**src/rtl/fetch_stat_unit.sv**
```systemverilog
// Fetch/status datapath: PC, IR and status register with an
// instruction-memory fetch handshake and a bounded wait on IMEM_ACK.
module fetch_stat_unit #(
   parameter int unsigned       ADDR_W   = 16,
   parameter logic [ADDR_W-1:0] RESET_PC = '0,
   parameter int unsigned       TIMEOUT  = 15
) (
   input  logic              CLK,
   input  logic              RST_F,
   input  logic              PC_RST,
   input  logic              PC_WRITE,
   input  logic              PC_SEL,
   input  logic              BR_SEL,
   input  logic              STAT_WE,
   input  logic [3:0]        ALU_FLAGS,
   input  logic              IMEM_ACK,
   input  logic [31:0]       IMEM_RDATA,
   output logic              IMEM_REQ,
   output logic [ADDR_W-1:0] IMEM_ADDR,
   output logic [3:0]        OPCODE,
   output logic [3:0]        MM,
   output logic [3:0]        RD,
   output logic [3:0]        RS,
   output logic [15:0]       IMM,
   output logic [3:0]        STAT,
   output logic [ADDR_W-1:0] PC_OUT,
   output logic              FETCH_BUSY,
   output logic              FETCH_ERR
);

   localparam int unsigned CW = (TIMEOUT > 1) ? $clog2(TIMEOUT) : 1;
   localparam logic [CW-1:0] TMO_LAST = CW'(TIMEOUT - 1);
   localparam logic [31:0] IR_HLT = 32'hF000_0000;

   typedef enum logic {
      S_IDLE,
      S_FETCH
   } state_t;

   state_t            st_q, st_d;
   logic [ADDR_W-1:0] pc_q, pc_d;
   logic [31:0]       ir_q, ir_d;
   logic [3:0]        stat_q, stat_d;
   logic              req_q, req_d;
   logic              err_q, err_d;
   logic [CW-1:0]     tmo_q, tmo_d;
   logic              pw_q, pw_d;

   logic              pw_rise;
   logic [ADDR_W-1:0] tgt_abs;
   logic [ADDR_W-1:0] tgt_rel;

   assign pw_rise = PC_WRITE & ~pw_q;
   assign tgt_abs = ADDR_W'(ir_q[15:0]);
   assign tgt_rel = pc_q + ADDR_W'($signed(ir_q[15:0]));

   always_comb begin
      st_d   = st_q;
      pc_d   = pc_q;
      ir_d   = ir_q;
      stat_d = stat_q;
      req_d  = req_q;
      err_d  = err_q;
      tmo_d  = tmo_q;
      pw_d   = PC_WRITE;

      if (STAT_WE) begin
         stat_d = ALU_FLAGS;
      end

      // PC_RST overrides the fetch machine; STAT and the sticky error survive
      if (PC_RST) begin
         st_d  = S_IDLE;
         pc_d  = RESET_PC;
         ir_d  = '0;
         req_d = 1'b0;
         tmo_d = '0;
      end else begin
         unique case (st_q)
            S_IDLE: begin
               if (pw_rise) begin
                  unique case (1'b1)
                     !PC_SEL: begin
                        st_d  = S_FETCH;
                        req_d = 1'b1;
                        tmo_d = '0;
                     end
                     PC_SEL && BR_SEL:  pc_d = tgt_abs;
                     PC_SEL && !BR_SEL: pc_d = tgt_rel;
                     default: ;
                  endcase
               end
            end
            S_FETCH: begin
               if (IMEM_ACK) begin
                  st_d  = S_IDLE;
                  ir_d  = IMEM_RDATA;
                  pc_d  = pc_q + ADDR_W'(1);
                  req_d = 1'b0;
                  tmo_d = '0;
               end else if (tmo_q == TMO_LAST) begin
                  st_d  = S_IDLE;
                  ir_d  = IR_HLT;
                  err_d = 1'b1;
                  req_d = 1'b0;
                  tmo_d = '0;
               end else begin
                  tmo_d = tmo_q + CW'(1);
               end
            end
            default: begin
               st_d  = S_IDLE;
               req_d = 1'b0;
               tmo_d = '0;
            end
         endcase
      end
   end

   always_ff @(posedge CLK or negedge RST_F) begin
      if (!RST_F) begin
         st_q   <= S_IDLE;
         pc_q   <= RESET_PC;
         ir_q   <= '0;
         stat_q <= '0;
         req_q  <= 1'b0;
         err_q  <= 1'b0;
         tmo_q  <= '0;
         pw_q   <= 1'b0;
      end else begin
         st_q   <= st_d;
         pc_q   <= pc_d;
         ir_q   <= ir_d;
         stat_q <= stat_d;
         req_q  <= req_d;
         err_q  <= err_d;
         tmo_q  <= tmo_d;
         pw_q   <= pw_d;
      end
   end

   assign IMEM_REQ   = req_q;
   assign IMEM_ADDR  = pc_q;
   assign PC_OUT     = pc_q;
   assign OPCODE     = ir_q[31:28];
   assign MM         = ir_q[27:24];
   assign RD         = ir_q[23:20];
   assign RS         = ir_q[19:16];
   assign IMM        = ir_q[15:0];
   assign STAT       = stat_q;
   assign FETCH_BUSY = (st_q == S_FETCH);
   assign FETCH_ERR  = err_q;

endmodule

```
**config.mk**
```make
export PLATFORM = sky130hd
export DESIGN_NAME = fetch_stat_unit
export DESIGN_NICKNAME = d
export VERILOG_FILES = /design/src/rtl/fetch_stat_unit.sv
export SDC_FILE = /design/constraint.sdc
export NUM_CORES = 1
export LEC_CHECK = 0
export ABC_AREA = 1
export CORE_ASPECT_RATIO = 1.2
export CORE_MARGIN = 3
export CORE_UTILIZATION = 44
export DETAILED_ROUTE_END_ITERATION = 6
export PLACE_DENSITY = 0.83
export SLEW_MARGIN = 5
export SYNTH_ARGS = -nofsm -noshare
export SYNTH_HDL_FRONTEND = slang
export SYNTH_SLANG_ARGS = --single-unit
```
**constraint.sdc**
```tcl
create_clock -name CLK -period 1.95 [get_ports CLK]
set_input_delay 0.39 -clock CLK [delete_from_list [all_inputs] [get_ports CLK]]
set_output_delay 0.39 -clock CLK [all_outputs]
set_load 0.02 [all_outputs]
```
==> results by group <==
GRT
  – First-pass GRT wire length: 19700 µm
  – Largest net degree at the start of global routing: 65
  – Total grt overflow: 0
  – Number of global-route vias before repair: about 4200
  – GRT Util Overall: a little under a quarter
  – Initial antenna violation count: 0

Logic synthesis
  – Synthesized net count: 647
  – Sequential area share after synthesis: approximately 37%
  – Synth cell count leaders: nand2_1 (186), a21oi_1 (66), inv_1 (61), dfrtp_1 (60), nor2_1 (55)
  – Yosys top cell area share: between 30 and 40%
  – Synth Register Bits: 60
  – Top post-synthesis cells by area: dfrtp_1 (37%), nand2_1 (17%), a21oi_1 (8.1%)
  – EDFF count, synth: 0
  – Top FF cell, synth: dfrtp_1
  – Library cells used by synthesis: 34
  – Syn Area/Cell: ~7 µm²
  – Most frequent cell after synthesis: nand2_1
  – Area leader, netlist: dfrtp_1
  – Synth Cell Area: about 4000 µm²
  – Mapped Cells: approximately 580
  – Ys Warns: 0
  – Post-synth ARST share: between 90% and 100%

Place
  – Setup Slack @ Placement: between 20 and 30 ps
  – HPWL Detailed: between 9000 and 10000 µm
  – PortBufs: ~110
  – GP Congestion: 0.921

Clock network
  – Clock sinks: 60
  – Htree depth: 3
  – Post-CTS setup buffers: 0
  – CTS Root Cell: clkbuf_8
  – Hold-fix buffers at CTS: 0
  – CTS tree: yes
  – Cts bufs inserted: 9
  – Worst-skew pair later-pin latency: ~360 ps
  – Clock transition at path regs: 70 ps
  – Clock buffer depth: 2

Timing
  – Rel. slew slack: slightly below 80%
  – Fmax: about 520 MHz
  – Final number of hold-violating endpoints: 0
  – Worst Tran Pin Value: between 300 and 400 ps
  – Clock skew after layout: around 10 ps
  – Final setup fails: 0
  – Final setup margin: between 40 and 50 ps
  – Final slew viol count: 0
  – Final setup TNS: 0 ps
  – Minimum clock period: 1910 ps
  – RSZ-0062 raised after global routing: true
  – Crit share post-route: between 90 and 100%

Power and ir drop
  – Clk pwr share: 19.6%
  – Switching portion of total power: a little over two fifths
  – P_int: around 3.2 mW
  – Max IR drop VDD: 0.703 mV
  – Logic pwr share: between 50% and 60%
  – Seq pwr share: between 20 and 30%
  – Pwr dens: 957 nW/µm²
  – Leakage: just over 3 nW
  – Net Sw Power: about 2.3 mW

Critical path
  – R2r endpoint: IMEM_ADDR[8]
  – RR Startpoint: ir_q[0]
  – Worst EP required: between 1500 and 2000 ps
  – Worst Setup SP: IMEM_ADDR[5]
  – Critical path's slowest cell: clkdlybuf4s50_1
  – R2r worst-path depth: 12
  – Worst-path cell chain: buf_4, clkdlybuf4s50_1
  – CP startpoint kind: flip-flop
  – CP endpoint kind: output pin
  – Crit path arrival time: ~1500 ps
  – Crit path buffers/inverters: 2
  – Crit Path Max Fanout: 5
  – R2R setup slack: roughly 90 ps
  – Crit-path leading delay family: buffers and inverters
  – Worst Setup Path Type: reg -> out
  – Worst path max stage delay: 600 ps

Floorplanning
  – Die area: between 10000 and 15000 µm²
  – Row cnt: 37
  – Die Span Y: 112 µm
  – Ports: ~120
  – Initial Util: 46.5%
  – Chip width: 94.0 µm
  – Core area: 8800 µm²

Cells and area
  – Diodes inserted: 0
  – Synthesis-to-finish area growth: 41.3%
  – Fin nets: between 700 and 800
  – Share of post-route cells with drive strength above 1: 11.4%
  – Final core utilization: between 60% and 70%

Detailed routing
  – Remaining antenna violation count after routing: 0
  – DRC viols: 0
  – Total wire length: roughly 12000 µm
  – Post-detailed-route wirelength per cell: between 10 and 15 µm
  – Via count: approximately 4300
  – First-pass DRT Iterations: 5
  – Average vias per placed instance: about 5.2
  – Initial detailed-routing violation count: about 390

Hold path
  – Hold Path Class: in -> async

Run
  – Number of max-cap violations: 0

Run status
  – Status: finished, final reports clean
cell usage in the layout (no fill, tap or decap), types with 4 or more instances in the layout:
cell | netlist | final
nand2_1 | 186 | 186
clkdlybuf4s50_1 | 0 | 94
a21oi_1 | 66 | 66
inv_1 | 61 | 60
dfrtp_1 | 60 | 57
nor2_1 | 55 | 55
nand3_1 | 36 | 34
buf_4 | 17 | 31
dlymetal6s2s_1 | 0 | 18
ha_1 | 18 | 16
clkbuf_8 | 0 | 12
o21ai_0 | 11 | 11
xor2_1 | 7 | 7
o21bai_1 | 5 | 5
nor3_1 | 5 | 5
nand4_1 | 5 | 5
buf_12 | 0 | 5
mux2_2 | 4 | 4
xnor2_1 | 4 | 4
flip-flops by register name (all words and copies together), names as in the netlist:
signal and count:
ir_q 32, IMEM_ADDR 16, STAT 4, tmo_q 4, FETCH_BUSY 1, FETCH_ERR 1
IMEM_REQ 1, pw_q 1
worst max-delay path by stage:
stage                     slack [ps]  depth (start not counted)       endpoint
after floorplan                  0.6                         12   IMEM_ADDR[8]
after global placement            60                         12   IMEM_ADDR[8]
after detailed placement          30                         12   IMEM_ADDR[8]
after CTS                        0.2                          2  IMEM_ADDR[10]
after global routing             -30                         12   IMEM_ADDR[8]
final                             40                          2      PC_OUT[5]
metrics by stage:
step / cell area [µm²] / power [mW] / hold slack (ps) / cells
final: 5780 / 5.53 / 20.7 / 835
after global routing: 5780 / 5.89 / 50.5 / 835
after CTS: 5720 / 5.54 / 40.2 / 835
after detailed placement: 5520 / 4.44 / 425 / 819
after global placement: 5520 / 4.37 / 422 / 819
after floorplan: 4110 / 3.29 / 94.4 / 584
repair_timing:
action / 4_1_cts / 5_1_grt
resized for setup: 2 / 22
pin swaps: 0 / 0
setup endpoints to repair: 3 / 20
endpoints found under the hold margin: 0 / 0
routing by layer:
| metal | GRT usage [%] | part of all wire, % | vias to the layer above |
|---|---|---|---|
| li1 | - | - | 2115 |
| met1 | 31.3 | 43 | 2003 |
| met2 | 37.4 | 48 | 160 |
| met3 | 5.61 | 7.6 | 27 |
| met4 | 9.83 | 2.2 | 0 |
| met5 | 0 | 0 | - |
power groups by stage:
stage,logic [mW],registers [mW],clock network (mW)
floorplan,1.33,1.96,0
global placement,2.73,1.64,0
detailed placement,2.78,1.66,0
CTS,2.80,1.64,1.10
global route,3.07,1.67,1.15
finish,2.80,1.65,1.08
area by class of cell:
cell class                 count  area, µm²
timing repair buffer         150       1510
fill                         746       3020
clock inverter                 4       22.5
inverter                      63        236
clock buffer                  12        165
tap                          117        146
multi-input combinational    429       2190
sequential                    60       1510
logic make-up after synthesis:
kind of cell / synth area share, %
xor gates and xnor gates: 2.36
DFF: 36.7
adders and majority gates: 6.00
AOI/OAI and AO/OA: 11.4
muxes: 1.10
buffers and inverters: 10.6
and+or+nand+nor: 31.8
Note: power is estimated with default switching activity, not from simulation.
